--- src/rtl/reg_file.sv ---
// rtl/reg_file.sv - 32x32 architectural register file, two async read ports, one sync write port, x0 hardwired to zero
module reg_file #(
  parameter int DATA_WIDTH = 32,
  parameter int ADDR_WIDTH = 5
) (
  input  logic                  clk,
  input  logic                  reset,
  input  logic                  write_en,
  input  logic [ADDR_WIDTH-1:0] write_ad,
  input  logic [DATA_WIDTH-1:0] data_in,
  input  logic [ADDR_WIDTH-1:0] address1,
  input  logic [ADDR_WIDTH-1:0] address2,
  output logic [DATA_WIDTH-1:0] data_out1,
  output logic [DATA_WIDTH-1:0] data_out2
);

  localparam int NUM_REGS = 1 << ADDR_WIDTH;

  logic [DATA_WIDTH-1:0] register [NUM_REGS];
  logic                  wr_accept;

  // A write lands only when enabled and not aimed at x0; x0 is never stored to,
  // so it stays at its reset value of zero forever.
  always_comb begin
    wr_accept = write_en && (write_ad != '0);
  end

  // Storage: asynchronous clear of the whole array, otherwise one-edge write.
  always_ff @(posedge clk or negedge reset) begin
    if (!reset) begin
      for (int i = 0; i < NUM_REGS; i++) begin
        register[i] <= '0;
      end
    end else if (wr_accept) begin
      register[write_ad] <= data_in;
    end
  end

  // Read ports: purely combinational, no write-to-read bypass.
  always_comb begin
    data_out1 = register[address1];
    data_out2 = register[address2];
  end

endmodule

--- config.mk ---
export PLATFORM = sky130hd
export DESIGN_NAME = reg_file
export DESIGN_NICKNAME = d
export VERILOG_FILES = /design/src/rtl/reg_file.sv
export SDC_FILE = /design/constraint.sdc
export NUM_CORES = 2
export LEC_CHECK = 0
export CORE_ASPECT_RATIO = 0.6
export CORE_MARGIN = 3
export CORE_UTILIZATION = 50
export DETAILED_ROUTE_END_ITERATION = 7
export PLACE_DENSITY = 0.72
export REMOVE_ABC_BUFFERS = 1
export SETUP_SLACK_MARGIN = 0.5
export SYNTH_ARGS = -nofsm -noshare
export SYNTH_HDL_FRONTEND = slang
export SYNTH_SLANG_ARGS = --single-unit
export TNS_END_PERCENT = 100
--- constraint.sdc ---
create_clock -name clk -period 1.5 [get_ports clk]
set_clock_uncertainty 0.1 [all_clocks]
set_input_delay 0.15 -clock clk [delete_from_list [all_inputs] [get_ports clk]]
set_output_delay 0.15 -clock clk [all_outputs]
set_load 0.05 [all_outputs]
# Yosys cells after proc, flatten, opt, wreduce, memory -nomap -nowiden
# Index checks and enable logic that the tools add are counted.
totals:
  reg_bits: 1024
  output_inout_bits: 64
  word_cells: 51
classes:
  muxes: 9
  magnitude_cmp: 4
  bitwise_logic: 3
  n_reduce_logical: 3
op_table:
  columns: ["cell", "n"]
  rows:
  - ["$bwmux W1024", 1]
  - ["$bmux W32 S5", 2]
  - ["$demux W32 S5", 1]
  - ["$mux W32", 5]
  - ["$ge A6 B6 Y1 const B", 3]
  - ["$not A5 Y6", 3]
  - ["$lt A6 B1 Y1 const B", 1]
  - ["$reduce_bool A5 Y1", 1]
  - ["$logic_and A1 B1 Y1", 2]

# Longest topological paths before layout
depth:
  depth_word: 6
  depth_mapped: 8
  mapped_depth_nobuf: 5

# Worst setup path after synthesis
# OpenSTA, ideal clock, no wires.
synth_path:
  kind: "input port to output port"
  start: "in address1[1]"
  end: "out data_out1[11]"
  path_slack_ps: -422
  path_stages: 8
  arrival_time_ps: 1672
  path_cell_list: "buf_2 > buf_4 > buf_2 > buf_2 > mux2i_1 > nand2_1 > a31oi_1 > nand3_1"
synth_between:
  elab_chain_len: 4
synth_lines:
  columns: ["item", "line", "rtl"]
  rows:
  - ["start, declared", "11", "input logic [ADDR_WIDTH-1:0] address1,"]
  - ["$not A5 Y6 (not written as such)", "41", "data_out1 = register[address1];"]
  - ["$bmux W32 S5", "41", null]
  - ["$mux W32 (not written as such) (2 in series)", "41", null]
  - ["end, declared", "13", "output logic [DATA_WIDTH-1:0] data_out1,"]
# No other way between the ends. The select of a mux whose other input is x is not followed.

# Worst setup path in the final report
layout_path:
  start: "reg register[845] (netlist name)"
  end: "out data_out2[13]"
layout_between:
  elab_chain_len: 3
layout_lines:
  columns: ["item", "line", "rtl"]
  rows:
  - ["start, declared", "19", "logic [DATA_WIDTH-1:0] register [NUM_REGS];"]
  - ["start signal, assigned by index", "35", "register[write_ad] <= data_in;"]
  - ["$bmux W32 S5", "42", "data_out2 = register[address2];"]
  - ["$mux W32 (not written as such) (2 in series)", "42", null]
  - ["end, declared", "14", "output logic [DATA_WIDTH-1:0] data_out2"]
# No other way between the ends. The select of a mux whose other input is x is not followed.

==> reports/metrics.yaml <==
status: "complete, but fails checks"
failed_checks: "hold timing, setup timing"
timing.rr.start: "register[773]$_DFFE_PN0P_"
clock_latency_ns: 0.71
cp-end-kind: "primary output"
fp.dieH_um: 265
crit_type: "reg -> out"
clock_sinks: 1024
core_area_sq_um: 110000
antenna_left: 0
pre_cts_slack_ns: -1.29
grt_max_degree: 63
yosysSeqAreaShare_pct: 45.8
drc: 0
grt_pass1_vias: 42600
synth_edf_count: 0
antenna_found_initial: 4
io_buffers: 113
synth-async-reset-ratio_pct: 100
dieWidth_um: 438
root_buffer: "clkbuf_16"
hold_viol: 726
setup.worst_path.start: "register[845]$_DFFE_PN0P_"
io_pins: 114
cp_top_family: "buffers and inverters"
worst_slack_ns: -1.02
synth_area_per_cell_sq_um: 12.2
reg_top3: "register: 1024 flops"
largest_register_ffs: 1024
numCtsBuffers: 98
yosysTopAreaCell: "dfrtp_1"
crit_end: "data_out2[13]"
via_per_inst: 6.57
p_per_area_nw_per_um2: 1180
arrival_ns: 2.27
final_common_cell: "dfrtp_1"
hold_class: "in -> async"
rsz0062_at_grt: "yes"
gp_congestion: 0.924
start_util_pct: 50.7
cpPeakStageDelay_ns: 0.41
relSlewSlack_pct: 32.1
setup_violations: 156
wl_per_cell_um: 30.6
r2r_end: "register[773]$_DFFE_PN0P_"
crit_chain: "mux2i_2 > a22o_1 > nor3_2 > buf_4 > a31oi_4 > buf_6 > nand3_4 > buf_8"
layout_min_cycle_time_ns: 2.52
hpwl_mm: 122
layout_common_cells: "dfrtp_1, mux2i_1, mux2_2"
cp_max_fo: 3
cts_tree: "built"
critPathBufInv: 3
start_kind: "flip-flop"
hold_ws_ns: -0.586
r2r_slack_ns: 0.38
ys_types: 28
overflow: 0
netlist.area_leader.share_pct: 45.8
post-route-util_pct: 65.0
largest-register: "register"
final_layout_size_suffix_gt1_share_pct: 40.5
netlist_instances: 4601
netlist_top_cells_area: "dfrtp_1, mux2_2, mux2i_1"
rows: 94
dr.pass1.iters: 6
max_slew.worst_pin.slew_ns: 1.02
die_area_sq_um: 116000
worst-path-stages: 8
fin_nets: 5108
clkTransAtPathRegs_ns: 0.07
total_leakage_power_uw: 0.0339
synthToLayoutAreaGrowth_pct: 28.2
grt_use_total_pct: 32.6
finalCritPeriodShare_pct: 168
yosysWarnings: 0
clockBufferDepth: 3
drt-total-wl_mm: 203
worstPathRequired_ns: 1.25
cts_htree_levels: 3
ir_drop_uv: 1100
r2r_cells: 3
first_iter_violations: 5677
cap_violations: 0
max_freq_mhz: 397
synthFlopType: "dfrtp_1"
grt_pass1_wl_mm: 287
ys_ff_latch: 1024
drv_slew: 0
syn_area_sq_um: 55900
vias: 43500
worst_path_max_delay_cell: "dfrtp_1"
[routing by layer]
metal / track usage [%] / vias up / wire [um]
li1: - / 17900 / -
met1: 46.7 / 22400 / 82900
met2: 46.9 / 2631 / 85400
met3: 8.44 / 672 / 23700
met4: 13.9 / 2 / 10600
met5: 0 / - / 151
[synthesized netlist by cell type, drive strengths merged, types with 19 or more instances]
library cell,n
a21oi,192
a22o,128
buf,250
nand2,210
clkbuf,223
nand3,194
mux2i,1024
a31oi,64
nor2,19
dfrtp,1024
nor3,65
mux2,992
a22oi,192
[cell families after synthesis]
| logic type | Yosys count | share of synthesized area (%) |
|---|---|---|
| simple gates | 512 | 4.40 |
| compound gates | 576 | 7.01 |
| mux | 2016 | 38.3 |
| buf+inv | 473 | 4.49 |
| flops | 1024 | 45.8 |
[worst min-delay path: stages]
cell    delay [ns]
buf_8         0.07
buf_12        0.09
buf_12        0.08
buf_12        0.21
[metrics by stage]
stage	std cells	cell area, sq um	hold slack (ns)	total power, uW	TNS [ns]
final	6629	71700	-0.586	84500	-64.83
after global routing	6628	71700	-0.589	87600	-77.24
after CTS	6570	70000	-0.622	83200	-65.30
after detailed placement	6299	63800	-0.0616	55800	-788.12
after global placement	6299	63800	-0.0622	54900	-762.30
after floorplan	4128	53400	-0.246	47600	-482.35
[repair_timing]
item / 4_1_cts / 5_1_grt
gates cloned: 18 / 21
pin swaps: 85 / 104
setup buffers: 62 / 34
gates resized for setup: 392 / 201
endpoints found under the hold margin: 1024 / 638
endpoints found under the setup margin: 1056 / 1068
hold buffers: 11 / 5
[worst min-delay path by stage]
stage / from / slack (ns) / cells past startpoint / endpoint
3_5_place_dp: reset / -0.06 / 1 / register[81]$_DFFE_PN0P_
3_3_place_gp: reset / -0.06 / 1 / register[81]$_DFFE_PN0P_
2_1_floorplan: reset / -0.25 / 0 / register[0]$_DFFE_PN0P_
6_report: reset / -0.59 / 4 / register[657]$_DFFE_PN0P_
4_1_cts: reset / -0.62 / 4 / register[657]$_DFFE_PN0P_
5_1_grt: reset / -0.59 / 4 / register[657]$_DFFE_PN0P_
[power by group]
group / switching (uW) / internal (uW)
Combinational: 9710 / 11000
Sequential: 4460 / 32900
Clock: 11700 / 14800
[final cells by class]
cell class / count / area [sq um]
antenna: 3 / 7.51
clock buffer: 145 / 2880
clock inverter: 35 / 485
fill: 7902 / 38600
multi-input combinational: 3104 / 29700
sequential: 1024 / 25600
tap: 1488 / 1860
timing repair buffer: 830 / 11100
(Power assumes the default switching activity.)
